==> config.mk <==
export PLATFORM = sky130hd
export DESIGN_NAME = vga_rect_fill
export DESIGN_NICKNAME = d
export VERILOG_FILES = /design/src/rtl/vga_rect_fill.sv
export SDC_FILE = /design/constraint.sdc
export NUM_CORES = 1
export LEC_CHECK = 0
export BUFFER_PORTS_ARGS = -buffer_cell sky130_fd_sc_hd__buf_2
export CAP_MARGIN = 5
export CORE_MARGIN = 4
export CORE_UTILIZATION = 31
export DETAILED_ROUTE_END_ITERATION = 6
export SYNTH_ARGS = -nofsm -noshare
export SYNTH_HDL_FRONTEND = slang
export SYNTH_SLANG_ARGS = --single-unit
export TNS_END_PERCENT = 20
==> constraint.sdc <==
create_clock -name CLOCK_50 -period 4.59 [get_ports CLOCK_50]
set_clock_uncertainty 0.2 [all_clocks]
set_input_delay 0.918 -clock CLOCK_50 [delete_from_list [all_inputs] [get_ports CLOCK_50]]
set_output_delay 0.918 -clock CLOCK_50 [all_outputs]
set_load 0.05 [all_outputs]
==> src/rtl/vga_rect_fill.sv <==
// Drawing engine feeding vga_adapter. One start request turns into a raster stream of
// pixel writes: single pixel, clipped filled rectangle, or full-screen clear.
module vga_rect_fill #(
    parameter int X_BITS      = 8,
    parameter int Y_BITS      = 7,
    parameter int COLOUR_BITS = 3,
    parameter int X_MAX       = 159,
    parameter int Y_MAX       = 119
) (
    input  logic                   CLOCK_50,
    input  logic                   resetn,
    input  logic                   start,
    input  logic [1:0]             mode,
    input  logic [X_BITS-1:0]      x0,
    input  logic [Y_BITS-1:0]      y0,
    input  logic [X_BITS-1:0]      w,
    input  logic [Y_BITS-1:0]      h,
    input  logic [COLOUR_BITS-1:0] colour_in,
    output logic [X_BITS-1:0]      x,
    output logic [Y_BITS-1:0]      y,
    output logic [COLOUR_BITS-1:0] colour,
    output logic                   plot,
    output logic                   busy,
    output logic                   done
);

    typedef enum logic [1:0] {IDLE, DRAW, FINISH} state_t;

    localparam logic [X_BITS:0]   X_LIM = (X_BITS+1)'(X_MAX);
    localparam logic [Y_BITS:0]   Y_LIM = (Y_BITS+1)'(Y_MAX);
    localparam logic [X_BITS:0]   X_ONE = (X_BITS+1)'(1);
    localparam logic [Y_BITS:0]   Y_ONE = (Y_BITS+1)'(1);
    localparam logic [X_BITS-1:0] X_INC = X_BITS'(1);
    localparam logic [Y_BITS-1:0] Y_INC = Y_BITS'(1);

    state_t                   state, state_nx;
    logic [X_BITS-1:0]        x_start, x_start_nx, x_end, x_end_nx, x_nx;
    logic [Y_BITS-1:0]        y_end, y_end_nx, y_nx;
    logic [COLOUR_BITS-1:0]   colour_nx;
    logic                     plot_nx, busy_nx, done_nx;

    logic [X_BITS:0]          x_lo, x_hi;
    logic [Y_BITS:0]          y_lo, y_hi;
    logic                     req_empty;

    // Request bounds carry one extra bit so x0+w-1 never wraps before clipping.
    always_comb begin
        x_lo      = {1'b0, x0};
        y_lo      = {1'b0, y0};
        x_hi      = x_lo;
        y_hi      = y_lo;
        req_empty = 1'b0;
        case (mode)
            2'b01: begin
                x_hi      = x_lo + {1'b0, w} - X_ONE;
                y_hi      = y_lo + {1'b0, h} - Y_ONE;
                req_empty = (w == '0) || (h == '0);
            end
            2'b10: begin
                x_lo = '0;
                y_lo = '0;
                x_hi = X_LIM;
                y_hi = Y_LIM;
            end
            default: ;
        endcase
        if (mode != 2'b10 && (x_lo > X_LIM || y_lo > Y_LIM))
            req_empty = 1'b1;
        if (x_hi > X_LIM)
            x_hi = X_LIM;
        if (y_hi > Y_LIM)
            y_hi = Y_LIM;
    end

    always_comb begin
        state_nx   = state;
        x_start_nx = x_start;
        x_end_nx   = x_end;
        y_end_nx   = y_end;
        x_nx       = x;
        y_nx       = y;
        colour_nx  = colour;
        plot_nx    = 1'b0;
        busy_nx    = 1'b0;
        done_nx    = 1'b0;
        case (state)
            IDLE: begin
                if (start && mode != 2'b11) begin
                    if (req_empty) begin
                        state_nx = FINISH;
                        done_nx  = 1'b1;
                    end else begin
                        state_nx   = DRAW;
                        plot_nx    = 1'b1;
                        busy_nx    = 1'b1;
                        x_nx       = x_lo[X_BITS-1:0];
                        y_nx       = y_lo[Y_BITS-1:0];
                        colour_nx  = colour_in;
                        x_start_nx = x_lo[X_BITS-1:0];
                        x_end_nx   = x_hi[X_BITS-1:0];
                        y_end_nx   = y_hi[Y_BITS-1:0];
                    end
                end
            end
            DRAW: begin
                // x/y hold the pixel on the bus this cycle; decide the following one.
                if (x == x_end && y == y_end) begin
                    state_nx = FINISH;
                    done_nx  = 1'b1;
                end else begin
                    plot_nx = 1'b1;
                    busy_nx = 1'b1;
                    if (x == x_end) begin
                        x_nx = x_start;
                        y_nx = y + Y_INC;
                    end else begin
                        x_nx = x + X_INC;
                    end
                end
            end
            FINISH: state_nx = IDLE;
            default: state_nx = IDLE;
        endcase
    end

    always_ff @(posedge CLOCK_50 or negedge resetn) begin
        if (!resetn) begin
            state   <= IDLE;
            x_start <= '0;
            x_end   <= '0;
            y_end   <= '0;
            x       <= '0;
            y       <= '0;
            colour  <= '0;
            plot    <= 1'b0;
            busy    <= 1'b0;
            done    <= 1'b0;
        end else begin
            state   <= state_nx;
            x_start <= x_start_nx;
            x_end   <= x_end_nx;
            y_end   <= y_end_nx;
            x       <= x_nx;
            y       <= y_nx;
            colour  <= colour_nx;
            plot    <= plot_nx;
            busy    <= busy_nx;
            done    <= done_nx;
        end
    end

endmodule

==> impl_metrics.ini, run 1 <==
[outcome]
status = finished clean

[place]
place.gp.congestion = 0.834
hpwl_um = 7490
place.port_buffers = 58
post_dp_cell_area_um2 = 4040

[clocking]
h-tree-depth = 2
cts.sinks = 45
cts_tree = yes
cts_resized = 0
ctsHoldBuffers = 0
cts_max_path_buffers = 2
numCtsBuffers = 5
post-cts-setup-buffers = 0
clk_pin_slew_ns = 0.06
clockRootBuffer = clkbuf_16
clock_latency_ns = 0.29

[timing]
finalSetupViolations = 0
hold_viol_final = 0
finalCritPeriodShare_pct = 74.6
worstMarginPinSlew_ns = 0.964
post-route-min-period_ns = 3.42
fmax_mhz = 292
rsz0062_at_grt = false
drv_slew = 0
fin_tns_setup_ns = 0
slew_headroom_pct = 35.7

[power_and_ir_drop]
power.share.switching_pct = 45.9
max-vdd-ir-drop_mv = 0.172
pwr-share-clk_pct = 16.7
p_int_mw = 1.34
seqPwrFrac_pct = 31.5
p_sw_mw = 1.14
pwr_density_cell_nw_per_um2 = 590
p_comb_share_pct = 51.8
p_leak_nw = 2.05

[critical_path]
crit_arrival_ns = 3.36
cp_max_fo = 5
critical_path_class = in2reg
reg2reg_slack_ns = 1.80
max_stage_delay_ns = 0.55
crit_path_top_delay_cell = o31ai_1
crit_top_cell = inv_1
cp_cell_sequence = buf_2 -> inv_1 -> ha_1 -> inv_1 -> ha_1 -> inv_1 -> fa_1 -> nand2b_1 -> a21oi_1 -> xnor2_1 -> o21ai_0 -> o31ai_1 -> a31oi_1
crit_family = compound AO/OA/AOI/OAI gates
worstPathRequired_ns = 4.52
crit_path_end_kind = flop
cp-startpoint = x0[1]
cp-start-kind = input port
r2r_cells = 6
regToRegStartpoint = x[3]
timing.rr.end = y[5]
cp_num_cells = 13
crit_end = x_end[4]
crit_buf_inv = 4

[synth]
yosysMostFrequentCell = inv_1
synth_area_leaders = dfrtp_1 (31%), ha_1 (11%), inv_1 (6.6%)
synth_top_cell_by_area = dfrtp_1
syn_nets = 518
yosysUniqueCellTypes = 57
synthDominantCellAreaShare_pct = 30.7
yosysSeqAreaShare_pct = 30.7
synth-edff-count = 0
yosys_register_bits = 45
synth_warnings = 0
yosys-top-cells-count = inv_1 (64), dfrtp_1 (45), nand2_1 (36), nor2_1 (36)
synth_area_um2 = 3670
syn_inst = 445
synth_flop_cell = dfrtp_1
syn_avg_cell_area_um2 = 8.24
ys_async_sr_fraction_pct = 100

[grt]
grt_max_degree = 46
antenna_found_initial = 0
grt-busiest-layer = met2
use_met1_pct = 19.5
grt_use_met2_pct = 23.2
grt_pass1_wl_um = 15600
grt_overflow = 0
use_met3_pct = 2.23
grt_usage_pct = 14.3
grt_pass1_vias = 3166

[finish]
area_growth_pct = 15.0
antenna_cells = 0
post-route-cell-area_um2 = 4220
fillCellCount = 1201
final_nets = 568
drive_above_1_share_pct = 17.9

[routing]
ant_nets = 0
routed_via_density = 5.24
drt-total-wl_um = 9410
routedWlPerCell_um = 14.7
dr.pass1.iters = 5
via_count = 3348
drtIter0Drc = 264
drc_errors = 0

[floorplanning]
initial_core_util_pct = 31.8
rows = 39
die_h_um = 117
dieArea_um2 = 13600
ioPinCount = 59
core-area_um2 = 11500
fp.dieW_um = 117

[flow_run]
drv_cap = 0

[worst_hold_path]
hold_path_class = reg2reg
## logic make-up (layout without fill, tap and decap cells)
group	after synthesis	after routing	share of synthesized area [%]
muxes	13	13	3.79
adders and majority gates	35	35	12.4
and+or+nand+nor	135	135	18.0
AOI/OAI and AO/OA	110	110	19.6
DFF	45	45	30.7
xor gates and xnor gates	23	23	5.49
buffers and inverters	84	135	10.1
## layout by cell type (no fill, tap or decap), drive strengths merged, types with 6 or more instances in the layout
cell type  Yosys  final
mux2           7      7
and2           6      6
a21oi         33     33
a31oi         16     16
ha            33     33
nand2b         8      8
mux2i          6      6
nand2         36     36
or4            6      6
o21ai         17     17
clkbuf        11      7
xnor2         18     18
inv           64     64
buf            7     63
dfrtp         45     45
o31ai          9      9
nand3         18     18
nor2          36     36
nor3           6      6
## per-stage QoR
step	std cells	total power [mW]	hold slack, ns	util [%]	setup WS (ns)
after CTS	639	2.50	0.278	36.6	1.20
final	639	2.49	0.275	36.6	1.17
after global routing	639	2.67	0.291	36.6	1.01
after global placement	631	2.06	0.251	35.1	1.03
after detailed placement	631	2.08	0.262	35.1	0.898
after floorplan	445	1.79	0.248	-	1.31
## state kept, by name, summed over array words and instances, names as in the netlist
| register | flops |
|---|---|
| busy | 1 |
| colour | 3 |
| done | 1 |
| state | 2 |
| x | 8 |
| x_end | 8 |
| x_start | 8 |
| y | 7 |
| y_end | 7 |
## worst reg2reg max path, stage by stage (launching register included)
cell and delay (ns):
dfrtp_1 0.47, xnor2_1 0.17, nand2_1 0.08, or4_4 0.62
or4_4 0.58, and2_4 0.22, o32a_1 0.34
## per-layer routing
| layer | vias up | share of wire (%) |
|---|---|---|
| li1 | 1640 | - |
| met4 | 0 | 1.3 |
| met3 | 7 | 5.5 |
| met2 | 109 | 47 |
| met1 | 1592 | 47 |
| met5 | - | 0 |
## worst min-delay path by stage
stage	start	cells after the start	end
floorplan	x_start[5]	2	x_start[5]
global placement	colour[2]	2	colour[2]
detailed placement	colour[2]	2	colour[2]
CTS	colour[2]	2	colour[2]
global route	colour[2]	2	colour[2]
finish	colour[2]	2	colour[2]
## cell type report
type	instances	area, um2	area share [%]
multi-input combinational	316	2170	51.5
sequential	45	1130	26.7
timing repair buffer	63	328	7.78
inverter	64	240	5.70
tap	143	179	4.24
clock buffer	7	143	3.38
clock inverter	1	30.0	0.712
## power groups by stage
stage	clock network (mW)	registers, mW	logic (mW)
3_5_place_dp	0	0.793	1.28
4_1_cts	0.423	0.786	1.29
3_3_place_gp	0	0.787	1.27
6_report	0.415	0.784	1.29
2_1_floorplan	0	1.01	0.774
5_1_grt	0.440	0.817	1.41
(Power assumes the default switching activity.)
==> run 2, diff against run 1 <==
clock period = 3 ns   (was 4.59 ns; I/O delays follow)
==> impl_metrics.ini, run 2 (synthesis results as in run 1) <==
[outcome]
status = finished clean

[flow_run]
drv_cap = 0

[finish]
drive_above_1_share_pct = 26.6
final_cell_mix = inv_1 (64), buf_2 (58), buf_4 (46)
final_util_pct = 40.0
area_growth_pct = 25.6
mostFrequentLayoutCell = inv_1
antenna_cells = 0
reg.largest.list = x: 8 flops, x_end: 8 flops, x_start: 8 flops
fillCellCount = 1191
final_nets = 610

[grt]
grt_pass1_wl_um = 16400
grt_pass1_vias = 3347
grt_usage_pct = 15.0
grt_overflow = 0
antenna_found_initial = 0
grt_max_degree = 32

[routing]
dr.pass1.iters = 4
routedWlPerCell_um = 14.4
routed_via_density = 5.02
drc_errors = 0
drt-total-wl_um = 9830
via_count = 3419
drtIter0Drc = 164
ant_nets = 0

[timing]
drv_slew = 0
slew_headroom_pct = 54.7
fmax_mhz = 350
finalCritPeriodShare_pct = 95.3
setup_slack_ns = 0.140
finalSetupViolations = 0
worstMarginPinSlew_ns = 0.680
post-route-min-period_ns = 2.86
hold_viol_final = 0

[clocking]
cts.sinks = 45
cts_max_path_buffers = 2
clockRootBuffer = clkbuf_16
h-tree-depth = 2
clk_pin_slew_ns = 0.06
cts_tree = yes
post-cts-setup-buffers = 0
clock_latency_ns = 0.28
numCtsBuffers = 5

[floorplanning]
rows = 39
ioPinCount = 59
die_h_um = 117
fp.dieW_um = 117
core-area_um2 = 11500
dieArea_um2 = 13600
initial_core_util_pct = 31.8

[critical_path]
reg2reg_slack_ns = 0.34
worstPathRequired_ns = 2.97
cp-startpoint = y0[1]
r2r_cells = 6
regToRegStartpoint = x[2]
crit_path_end_kind = flop
crit_arrival_ns = 2.83
cp-start-kind = input port
cp_max_fo = 4
critical_path_class = in2reg
crit_end = y_end[3]
timing.rr.end = y[6]

[power_and_ir_drop]
max-vdd-ir-drop_mv = 0.314
p_leak_nw = 2.27
pwr_density_cell_nw_per_um2 = 863

[place]
hpwl_um = 7890
pre_cts_slack_ns = -0.263
place.gp.congestion = 0.847
place.port_buffers = 58

[worst_hold_path]
hold_path_class = in2async
run 2: timing repair:
item / in CTS / in global routing
hold buffers: 0 / 0
setup endpoints to repair: 0 / 14
gates resized for setup: 0 / 10
run 2: how the worst min path moves through the flow:
stage               startpoint   endpoint
floorplan               resetn       busy
global placement     colour[1]  colour[1]
detailed placement   colour[1]  colour[1]
CTS                     resetn  colour[1]
global route            resetn  colour[1]
finish                  resetn  colour[1]
run 2: power breakdown:
part           switching (mW)  total, mW  internal (mW)
combinational            1.25       2.07          0.820
clock                   0.223      0.698          0.475
sequential              0.312       1.21          0.896
run 2: routing by layer:
layer / wire, um / up-vias / global-route usage [%] / share of wire [%]
met5: 0 / - / 0 / 0
met4: 219 / 0 / 4.97 / 2.2
met3: 418 / 19 / 1.71 / 4.3
met2: 4550 / 100 / 24.2 / 46
met1: 4640 / 1576 / 20.8 / 47
li1: - / 1724 / - / -
run 2: cell type report:
type / count / area (um2) / area share, %
multi-input cells: 316 / 2210 / 48.0
clock buffers: 5 / 125 / 2.72
inverters: 64 / 240 / 5.22
clock inverters: 3 / 65.1 / 1.41
well taps: 143 / 179 / 3.89
flip-flops and latches: 45 / 1130 / 24.5
repair buffers: 105 / 656 / 14.2
run 2: stage by stage:
| stage | area, um2 | cells | hold slack (ns) | total power [mW] | TNS [ns] |
|---|---|---|---|---|---|
| 5_1_grt | 4600 | 681 | 0.208 | 4.28 | -0.0247 |
| 3_3_place_gp | 4370 | 673 | 0.251 | 3.22 | -2.31 |
| 3_5_place_dp | 4370 | 673 | 0.261 | 3.27 | -2.87 |
| 4_1_cts | 4560 | 681 | 0.178 | 3.98 | 0 |
| 6_report | 4600 | 681 | 0.152 | 3.97 | 0 |
| 2_1_floorplan | 3670 | 445 | 0.104 | 2.74 | 0 |
run 2: worst max-delay path, cell delays in order:
cell,delay (ns)
buf_2,0.09
inv_1,0.05
ha_1,0.27
inv_1,0.04
ha_1,0.21
fa_1,0.42
a211oi_2,0.31
o21bai_1,0.12
a21oi_1,0.18
xnor2_1,0.20
a21oi_2,0.13
a32o_1,0.23
==> run 3, diff against run 2 <==
ABC_AREA = 1   (was unset)
clock period = 3.49 ns   (was 3 ns; I/O delays follow)
==> impl_metrics.ini, run 3 <==
[outcome]
status = finished clean

[finish]
fillCellCount = 1341
area_growth_pct = 14.7
reg.largest.list = x: 8 flops, x_end: 8 flops, x_start: 8 flops
antenna_cells = 0
drive_above_1_share_pct = 15.1
mostFrequentLayoutCell = nand2_1
final_nets = 722
final_cell_mix = nand2_1 (160), inv_1 (114), buf_2 (58)

[timing]
finalCritPeriodShare_pct = 78.4
fmax_mhz = 366
fin_tns_setup_ns = 0
post-route-min-period_ns = 2.73
rsz0062_at_grt = false
drv_slew = 0
hold_viol_final = 0
worstMarginPinSlew_ns = 1.00
finalSetupViolations = 0
slew_headroom_pct = 33.1

[synth]
synth-simple-area-share_pct = 32.7
synth_xor_area_share_pct = 2.45
syn_nets = 665
synth_area_leaders = dfrtp_1 (29%), nand2_1 (15%), inv_1 (11%)
synthDominantCellAreaShare_pct = 28.6
synth_top_cell_by_area = dfrtp_1
ys_async_sr_fraction_pct = 100
yosysMostFrequentCell = nand2_1
synth_top_family_by_area = simple AND/OR/NAND/NOR gates
synth.area.mux_share_pct = 0
yosys-top-cells-count = nand2_1 (160), inv_1 (114), nor2_1 (46), dfrtp_1 (45), nand3_1 (42)
synth-edff-count = 0
synth_adder_area_share_pct = 11.5
synth_area_um2 = 3930
synth_compound_area_share_pct = 10.4
yosys_register_bits = 45
synth_flop_cell = dfrtp_1
yosysSeqAreaShare_pct = 28.6
syn_avg_cell_area_um2 = 6.64
syn_inst = 592
synth_warnings = 0
yosysUniqueCellTypes = 39

[critical_path]
critical_path_class = in2reg
worstPathRequired_ns = 3.46
r2r_cells = 12
crit_path_top_delay_cell = fa_1
cp_cell_sequence = buf_2 -> inv_1 -> ha_1 -> inv_1 -> ha_1 -> inv_1 -> fa_1 -> inv_1 -> nand4_1 -> nand4_1 -> nand3_1 -> nand2_1 -> nand2_1 -> nor2_2 -> o21ai_0
crit_arrival_ns = 2.70
crit_top_cell = inv_1
crit_path_end_kind = flop
cp_max_fo = 7
max_stage_delay_ns = 0.39
timing.rr.end = x[0]
reg2reg_slack_ns = 1.36
regToRegStartpoint = x[5]
cp-start-kind = input port

[floorplanning]
dieArea_um2 = 14500
initial_core_util_pct = 32.2
die_h_um = 121
rows = 40
ioPinCount = 59
fp.dieW_um = 121
core-area_um2 = 12200

[worst_hold_path]
min_from = colour[2]
hold_path_class = reg2reg
min_to = colour[2]
hold_depth = 2

[routing]
drtIter0Drc = 135
drt-total-wl_um = 10200
dr.pass1.iters = 4
drc_errors = 0
ant_nets = 0
routed_via_density = 4.60
routedWlPerCell_um = 12.6
via_count = 3757

[grt]
grt_usage_pct = 14.5
grt_max_degree = 46
grt_overflow = 0
grt_pass1_vias = 3573
grt_pass1_wl_um = 17300
antenna_found_initial = 0

[clocking]
numCtsBuffers = 5
post-cts-setup-buffers = 0
h-tree-depth = 2
cts.sinks = 45
cts_resized = 0
clock_latency_ns = 0.28
cts_max_path_buffers = 2
clk_pin_slew_ns = 0.06
clockRootBuffer = clkbuf_16
ctsHoldBuffers = 0
cts_tree = yes

[power_and_ir_drop]
max-vdd-ir-drop_mv = 0.151
power_mw = 1.27
pwr_density_cell_nw_per_um2 = 282
p_leak_nw = 2.54

[place]
place.gp.congestion = 0.922
hpwl_um = 8310
place.port_buffers = 58

[flow_run]
drv_cap = 0
## run 3: cell type report
class | instances | area (um2) | area share [%]
well taps | 168 | 210 | 4.66
flip-flops and latches | 45 | 1130 | 25.0
inverters | 123 | 462 | 10.2
multi-input cells | 410 | 2240 | 49.8
repair buffers | 64 | 335 | 7.44
clock buffers | 5 | 125 | 2.78
clock inverters | 1 | 5.00 | 0.111
## run 3: where the power goes
group	switching [mW]	internal (mW)	total [mW]
Sequential	0.00209	0.523	0.525
Combinational	0.197	0.111	0.308
Clock	0.181	0.256	0.437
## run 3: worst max-delay path: cells and delay by family
family,cells,cell delay (ns)
AO/OA/AOI/OAI,1,0.11
adder cells (fa/ha/maj),3,0.87
AND/OR/NAND/NOR,6,0.66
buffers and inverters,5,0.37
## run 3: how the worst max path moves through the flow
stage | start | to | slack (ns) | depth (start not counted)
2_1_floorplan | y0[1] | y_end[3] | 0.76 | 13
3_3_place_gp | x0[1] | x_end[5] | 0.51 | 15
3_5_place_dp | x0[1] | x_end[5] | 0.46 | 15
4_1_cts | x0[1] | x_end[5] | 0.76 | 15
5_1_grt | x0[1] | x_end[6] | 0.52 | 15
6_report | x0[1] | x_end[5] | 0.76 | 15
## run 3: logic make-up (layout without fill, tap and decap cells)
kind of cell    after synthesis  count (layout)
simple gates                294             294
flops                        45              45
buf+inv                     137             193
fa+ha+maj                    35              35
xor+xnor                     11              11
compound gates               70              70
## run 3: metal layers
layer  GRT usage, %  up-vias  part of all wire [%]
li1               -     1967                     -
met4           4.75        0                   2.1
met3           2.29       17                   5.1
met2           23.3      101                    45
met5              0        -                     0
met1           19.8     1672                    48
## run 3: per-stage QoR
stage	worst slack [ns]	hold slack [ns]	instance area (um2)	util (%)	std cells
3_3_place_gp	0.514	0.259	4380	35.9	810
5_1_grt	0.515	0.303	4510	36.9	816
2_1_floorplan	0.756	0.202	3930	-	592
4_1_cts	0.764	0.279	4510	36.9	816
3_5_place_dp	0.462	0.262	4380	35.9	810
6_report	0.755	0.274	4510	36.9	816
